--- src/rtl/pdm_pkg.sv ---
// Shared types and defaults for the PDM capture block.
package pdm_pkg;

  typedef enum logic {
    IDLE    = 1'b0,
    CAPTURE = 1'b1
  } pdm_state_e;

  localparam int PDM_DATA_W = 32;
  localparam int PDM_ADDR_W = 12;

  // Counter width able to hold 0..n-1, never narrower than one bit.
  function automatic int cnt_width(input int n);
    return (n > 1) ? $clog2(n) : 1;
  endfunction

endpackage

--- src/rtl/pdm_sample_div.sv ---
// Clock divider producing a one-cycle PDM sample tick every SAMPLE_DIV cycles.
module pdm_sample_div
  import pdm_pkg::*;
#(
  parameter int SAMPLE_DIV = 1
) (
  input  logic clk,
  input  logic rst,
  input  logic clr,
  input  logic en,
  output logic tick
);

  localparam int CW = cnt_width(SAMPLE_DIV);
  localparam logic [CW-1:0] LAST = CW'(SAMPLE_DIV - 1);

  logic [CW-1:0] cnt_r;

  assign tick = en && (cnt_r == LAST);

  // Divider count, restarted at the beginning of every capture session.
  always_ff @(posedge clk or negedge rst) begin
    if (!rst) begin
      cnt_r <= {CW{1'b0}};
    end else if (clr) begin
      cnt_r <= {CW{1'b0}};
    end else if (en) begin
      cnt_r <= (cnt_r == LAST) ? {CW{1'b0}} : cnt_r + CW'(1);
    end else begin
      cnt_r <= cnt_r;
    end
  end

endmodule

--- src/rtl/pdm_control.sv ---
// PDM microphone capture: packs the bit stream into DATA_W-bit words and writes them to RAM.
// Build option PDM_CONTINUOUS_EN turns the one-shot session into a ring buffer stopped by enable.
module pdm_control
  import pdm_pkg::*;
#(
  parameter int DATA_W     = PDM_DATA_W,
  parameter int ADDR_W     = PDM_ADDR_W,
  parameter int NUM_WORDS  = 4096,
  parameter int SAMPLE_DIV = 1
) (
  input  logic              clk,
  input  logic              rst,
  input  logic              micData,
  input  logic              enable,
  output logic              ram_wr,
  output logic [DATA_W-1:0] ram_data,
  output logic [ADDR_W-1:0] ram_addr
);

  localparam int BW = cnt_width(DATA_W);
  localparam logic [BW-1:0]     LAST_BIT  = BW'(DATA_W - 1);
  localparam logic [ADDR_W-1:0] LAST_WORD = ADDR_W'(NUM_WORDS - 1);

  pdm_state_e        state_r;
  logic [DATA_W-1:0] sreg_r;
  logic [BW-1:0]     bit_cnt_r;
  logic [ADDR_W-1:0] word_cnt_r;
  logic              start_s;
  logic              capt_s;
  logic              stop_s;
  logic              tick_s;

  assign start_s = (state_r == IDLE) && enable;
  assign capt_s  = (state_r == CAPTURE);
`ifdef PDM_CONTINUOUS_EN
  assign stop_s  = capt_s && enable;
`else
  assign stop_s  = 1'b0;
`endif

  pdm_sample_div #(
    .SAMPLE_DIV(SAMPLE_DIV)
  ) u_div (
    .clk (clk),
    .rst (rst),
    .clr (start_s),
    .en  (capt_s),
    .tick(tick_s)
  );

  // Session FSM with shift register, bit/word counters and the registered RAM port.
  always_ff @(posedge clk or negedge rst) begin
    if (!rst) begin
      state_r    <= IDLE;
      sreg_r     <= {DATA_W{1'b0}};
      bit_cnt_r  <= {BW{1'b0}};
      word_cnt_r <= {ADDR_W{1'b0}};
      ram_wr     <= 1'b0;
      ram_data   <= {DATA_W{1'b0}};
      ram_addr   <= {ADDR_W{1'b0}};
    end else begin
      ram_wr <= 1'b0;
      case (state_r)
        IDLE: begin
          if (enable) begin
            state_r    <= CAPTURE;
            bit_cnt_r  <= {BW{1'b0}};
            word_cnt_r <= {ADDR_W{1'b0}};
          end
        end
        CAPTURE: begin
          if (stop_s) begin
            state_r <= IDLE;
          end else begin
            // ram_wr still high means the previous edge wrote a word.
            if (ram_wr) begin
              if (word_cnt_r == LAST_WORD) begin
`ifdef PDM_CONTINUOUS_EN
                word_cnt_r <= {ADDR_W{1'b0}};
`else
                state_r    <= IDLE;
`endif
              end else begin
                word_cnt_r <= word_cnt_r + ADDR_W'(1);
              end
            end
            if (tick_s) begin
              sreg_r <= {sreg_r[DATA_W-2:0], micData};
              if (bit_cnt_r == LAST_BIT) begin
                bit_cnt_r <= {BW{1'b0}};
                ram_data  <= {sreg_r[DATA_W-2:0], micData};
                ram_addr  <= word_cnt_r;
                ram_wr    <= 1'b1;
              end else begin
                bit_cnt_r <= bit_cnt_r + BW'(1);
              end
            end
          end
        end
        default: begin
          state_r <= IDLE;
        end
      endcase
    end
  end

endmodule

--- config.mk ---
export PLATFORM = sky130hd
export DESIGN_NAME = pdm_control
export DESIGN_NICKNAME = d
export VERILOG_FILES = /design/src/rtl/pdm_pkg.sv /design/src/rtl/pdm_sample_div.sv /design/src/rtl/pdm_control.sv
export SDC_FILE = /design/constraint.sdc
export NUM_CORES = 1
export LEC_CHECK = 0
export ABC_AREA = 1
export BUFFER_PORTS_ARGS = -buffer_cell sky130_fd_sc_hd__buf_2
export CELL_PAD_IN_SITES_DETAIL_PLACEMENT = 1
export CELL_PAD_IN_SITES_GLOBAL_PLACEMENT = 2
export CORE_UTILIZATION = 32
export DETAILED_ROUTE_END_ITERATION = 16
export GPL_TIMING_DRIVEN = 0
export PLACE_DENSITY_LB_ADDON = 0.05
export SLEW_MARGIN = 20
export SYNTH_ARGS = -nofsm -noshare
export SYNTH_HDL_FRONTEND = slang
export SYNTH_SLANG_ARGS = --single-unit
--- constraint.sdc ---
create_clock -name clk -period 1.55 [get_ports clk]
set_input_delay 0 -clock clk [delete_from_list [all_inputs] [get_ports clk]]
set_output_delay 0 -clock clk [all_outputs]
set_load 0.02 [all_outputs]
# Word-level counts from Yosys, hierarchy flattened
# Index checks and enable logic that the tools add are counted.
# Widths: inputs -> output; s select.
# word_totals
reg_bits,95
word_cells,44
out_inout_bits,45
input_bits,4
# classes
n_eq_ne,6
add_sub_neg,3
bitwise_logic,2
reduce_logical,7
muxes,18
# op_table
operator,count
$mux 12,3
$pmux 12 s2,1
$mux 5,3
$add 12x1->12 const B,1
$eq 12x12->1 const B,1
$pmux 5 s2,1
$mux 1,9
$ne 2x2->1 const B,3
$reduce_and 3->1,2
$add 5x1->5 const B,1
$eq 5x5->1 const B,1
$reduce_and 2->1,2
$logic_and 1x1->1,2
$ne 2x1->1 const B,1
$not 1->1,2
$pmux 1 s2,1
$reduce_bool 2->1,1
$add 1x1->1 const B,1

# Longest topological paths before layout
# depth
ltp_word,4
ltp_mapped,9
depth_no_buf,9

# By module
# A second synthesis with hierarchy kept.
# hier_totals
hier_cells,427
hier_area_um2,3948.8
# by_module_without_submodules
module,area_per_inst_um2,n_inst,seq_area_each_um2,cells_each
pdm_control,3941.3,1,2352.3,426
pdm_sample_div,7.5,1,0.0,1

# Worst setup path after synthesis
# No wires, ideal clock.
# synth_timing
kind,register to register
start,register bit_cnt_r[0]
end,register ram_data[14]
arrival_ns,1.495
required_time_ns,1.467
path_stages_with_launch,10
setup_slack_ns,-0.028
n_path_buf,2
synth_period_minus_slack_ns,1.578
path_cell_list,dfrtp_1 -> ha_1 -> nand2_1 -> nor2_1 -> ha_1 -> nand2_1 -> buf_2 -> clkbuf_1 -> nand2_1 -> o21ai_0
# synth_via
elab_chain_cells,2
# synth_rtl
element,line,text
from (decl),pdm_control.sv:26,logic [BW-1:0] bit_cnt_r;
from (signal assigned),pdm_control.sv:56,bit_cnt_r <= {BW{1'b0}};
from (signal assigned),pdm_control.sv:67,bit_cnt_r <= {BW{1'b0}};
from (signal assigned),pdm_control.sv:90,bit_cnt_r <= {BW{1'b0}};
$eq 5x5->1,pdm_control.sv:89,if (bit_cnt_r == LAST_BIT) begin
$reduce_and 3->1 (no source line),-,
to (signal assigned),pdm_control.sv:59,ram_data <= {DATA_W{1'b0}};
to (signal assigned),pdm_control.sv:91,"ram_data <= {sreg_r[DATA_W-2:0], micData};"
to (decl),pdm_control.sv:16,"output logic [DATA_W-1:0] ram_data,"
# No other way between the ends.
# A chain may end at the register's enable or synchronous reset.

# Final worst setup path
# layout_timing
start,register bit_cnt_r[0]
end,register ram_addr[1]
# layout_via
elab_chain_cells,2
# layout_rtl
element,line,text
$eq 5x5->1,pdm_control.sv:89,
$reduce_and 3->1 (no source line),-,
to (signal assigned),pdm_control.sv:60,ram_addr <= {ADDR_W{1'b0}};
to (signal assigned),pdm_control.sv:92,ram_addr <= word_cnt_r;
to (decl),pdm_control.sv:17,output logic [ADDR_W-1:0] ram_addr
# No other way between the ends.

==> metrics.yaml <==
outcome:
  run_status: "finished, violations left"
  failed_checks: "design-rule violations, negative setup slack"
power_and_ir_drop:
  max-vdd-ir-drop_uv: 880
  power_per_unit_of_standard_cell_area_nw_per_um2: 1620
  total_leakage_power_uw: 0.00270
sta:
  period_minus_slack_ps: 1570
  final.period_utilization_pct: 101
  finClkSkew_ps: 6.26
  slew_headroom_pct: 69.4
  finalSetupViolCount: 6
  pnr_worst_setup_slack_ps: -21.9
  rsz0062_at_grt: "true"
  report.final.hold_viol_count: 0
  worstMarginPinSlew_ps: 459
  timing.final.max_slew_violations: 0
  fmaxAchievable_mhz: 636
routing:
  detailedRoute.firstPassIterationCount: 10
  drtIter0Drc: 111
  routed_wire_length_per_instance_um: 15.5
  final_routed_wirelength_um: 10000
  drcViolationCount: 3
  routed-via-count: 3039
  vias_per_cell: 4.70
  detail-route-antenna-nets: 0
synth:
  post_synth_inst_count: 419
  yosys.area_share.simple_pct: 19.1
  synth_fp_nets: 426
  post_synth_fa_ha_maj_area_fraction_pct: 0.967
  yosys.area_share.xor_xnor_pct: 0.903
  seq_cells_post_synth: 94
  synth.yosys.warnings: 0
  mappedNetlistArea_um2: 3880
  syn_avg_cell_area_um2: 9.26
  synth_top_area_share_pct: 60.6
  netlist_top_cells_area: "sky130_fd_sc_hd__dfrtp_1 61%, sky130_fd_sc_hd__nand2_1 13%, sky130_fd_sc_hd__o21ai_0 9.5%, sky130_fd_sc_hd__inv_1 4.1%, sky130_fd_sc_hd__nand3_1 2.5%"
  synthMuxAreaShare_pct: 0
  synth_top_family_by_area: "simple AND/OR/NAND/NOR gates"
  netlist.top_cell.by_area: "sky130_fd_sc_hd__dfrtp_1"
  ys_seq_area_share_pct: 60.6
  synth.lib_cells_used.distinct: 26
  synth-compound-area-share_pct: 11.4
clock_network:
  clockBufferDepth: 2
  numClockSinks: 94
  tritoncts_clock_tree: "yes"
  cts_max_level: 3
  cts-buffers-inserted: 9
  cts_root_buffer: "sky130_fd_sc_hd__clkbuf_16"
  worstSkewPairLatency_ps: 340
  clk_pin_slew_ps: 60
global_route:
  grt_start_max_net_pins: 69
  gr-usage-all-layers_pct: 17.3
  grt_first_pass_wirelength_um: 16700
  grt_overflow_total: 0
  grt.met2_usage_pct: 25.5
  vias_in_the_first_global_route: 3132
  grt_use_met1_pct: 24.7
  groute.layer.met3.usage_pct: 4.97
  top_usage_layer: "met2"
  antenna_found_initial: 0
worst_setup_path:
  setup.worst_path.end_class: "flop"
  r2r-start: "bit_cnt_r[0]$_DFFE_PN0P_"
  critPathKind: "reg2reg"
  setup_crit_start_kind: "flop"
  worst_r2r_endpoint: "ram_addr[1]$_DFFE_PN0P_"
  worstPathArrival_ps: 1810
  crit_path_cell_trace: "ha_2 -> nand2_2 -> nor2_2 -> ha_2 -> nand2_4 -> buf_12 -> clkinvlp_4 -> nand2_1 -> nand2_1"
  slowest_delay_ps: 390
  cp.required_ps: 1790
  crit_path_max_fanout: 7
  rr_worst_depth: 9
  critPathSlowestCell: "sky130_fd_sc_hd__dfrtp_1"
  r2r_setup_slack_ps: -20
die:
  floorplan.rows: 39
  floorplan.io_pins: 49
  floorplan.die.height_um: 112
  die_w_um: 112
  die_outline_area_um2: 12600
  floorplan.initialDensity_pct: 33.4
  core_area_um2: 11600
cells_and_area:
  post_route_cells_drive_above_1_share_pct: 30.6
  fin_nets: 505
  top_library_cells_by_usage_in_the_layout_fill_and_taps_aside: "112 x sky130_fd_sc_hd__nand2_1, 93 x sky130_fd_sc_hd__dfrtp_1, 52 x sky130_fd_sc_hd__buf_2, 43 x sky130_fd_sc_hd__o21ai_0, 41 x sky130_fd_sc_hd__inv_1"
  area_growth_from_synthesis_to_layout_pct: 32.9
  final_common_cell: "sky130_fd_sc_hd__nand2_1"
  filler_cell_count: 1318
  design_area_um2: 5150
  utilization_after_layout_pct: 44.4
  num_antenna_cells: 0
placed_design:
  placement.setup.worst_slack_ps: -421
  placed_area_um2: 4330
  post-dp-hpwl_um: 6530
  place.port_buffers: 48
  finalWeightedCongestion: 0.751
min_path:
  timing.hold.worst.class: "in2async"
run:
  max_cap_viol_count: 0
[per-stage QoR]
| step | hold slack [ps] | instances | power (uW) | setup TNS [ps] |
|---|---|---|---|---|
| global placement | 248 | 610 | 5270 | -63790 |
| global route | 102 | 646 | 8870 | -2350 |
| floorplan | -296 | 419 | 4590 | 0 |
| CTS | 79.8 | 635 | 8180 | -914 |
| detailed placement | -116 | 611 | 5330 | -12960 |
| finish | 89.6 | 646 | 8370 | -100 |
[logic make-up after synthesis]
family,after synthesis
compound gates,82
xor+xnor,4
fa+ha+maj,3
buf+inv,64
flops,94
simple gates,172
[how the worst max path moves through the flow]
stage	start	to	slack, ps	cells past startpoint
6_report	bit_cnt_r[0]$_DFFE_PN0P_	ram_addr[1]$_DFFE_PN0P_	-20	9
5_1_grt	bit_cnt_r[0]$_DFFE_PN0P_	ram_addr[6]$_DFFE_PN0P_	-120	9
4_1_cts	bit_cnt_r[0]$_DFFE_PN0P_	ram_addr[2]$_DFFE_PN0P_	-50	9
3_5_place_dp	bit_cnt_r[0]$_DFFE_PN0P_	ram_data[20]$_DFFE_PN0P_	-420	8
3_3_place_gp	rst	ram_addr[1]$_DFFE_PN0P_	-550	1
2_1_floorplan	bit_cnt_r[0]$_DFFE_PN0P_	ram_data[10]$_DFFE_PN0P_	10	8
[synthesized netlist by cell type, drive strengths merged]
| cell type | n |
|---|---|
| a21oi | 1 |
| o21bai | 1 |
| clkbuf | 8 |
| o21ai | 77 |
| buf | 12 |
| nand2 | 135 |
| ha | 3 |
| nand4 | 2 |
| or2 | 2 |
| o22ai | 1 |
| dfrtp | 94 |
| a22o | 2 |
| xor2 | 3 |
| nor2 | 14 |
| xnor2 | 1 |
| inv | 44 |
| nand3 | 19 |
[state kept, by name, indices dropped and copies added (netlist names)]
name	flops
ram_addr	12
bit_cnt_r	5
ram_data	32
word_cnt_r	12
sreg_r	31
ram_wr	1
capt_s	1
[final cells by class]
cell class / instances / area (um^2) / area share, %
plain buffers: 20 / 200 / 3.88
clock buffers: 13 / 260 / 5.05
clock inverters: 3 / 90.1 / 1.75
inverters: 44 / 169 / 3.28
multi-input cells: 261 / 1450 / 28.2
flip-flops and latches: 94 / 2350 / 45.7
well taps: 143 / 179 / 3.47
repair buffers: 68 / 452 / 8.76
[layer usage]
layer	up-vias	part of all wire, %
met5	-	0
met2	47	45
li1	1484	-
met4	0	0.74
met3	7	3.4
met1	1501	51
[repair_timing]
item | in CTS | in global routing
pin swaps | 9 | 10
hold buffers | 3 | 0
setup endpoints to repair | 49 | 57
endpoints found under the hold margin | 101 | 0
resized for setup | 52 | 64
cloned | 2 | 2
buffers inserted | 3 | 9
[report_power, final]
group,internal [uW],switching (uW)
Combinational,987,1370
Sequential,3020,398
Clock,1670,922
Total,5670,2690
[worst max-delay path, delay by kind of cell, from the launching register on]
kind	cells	cell delay, ps
flip-flops	1	390
adder cells (fa/ha/maj)	2	380
AND/OR/NAND/NOR	5	360
buffers and inverters	2	340
Note: power is estimated with default switching activity, not from simulation.
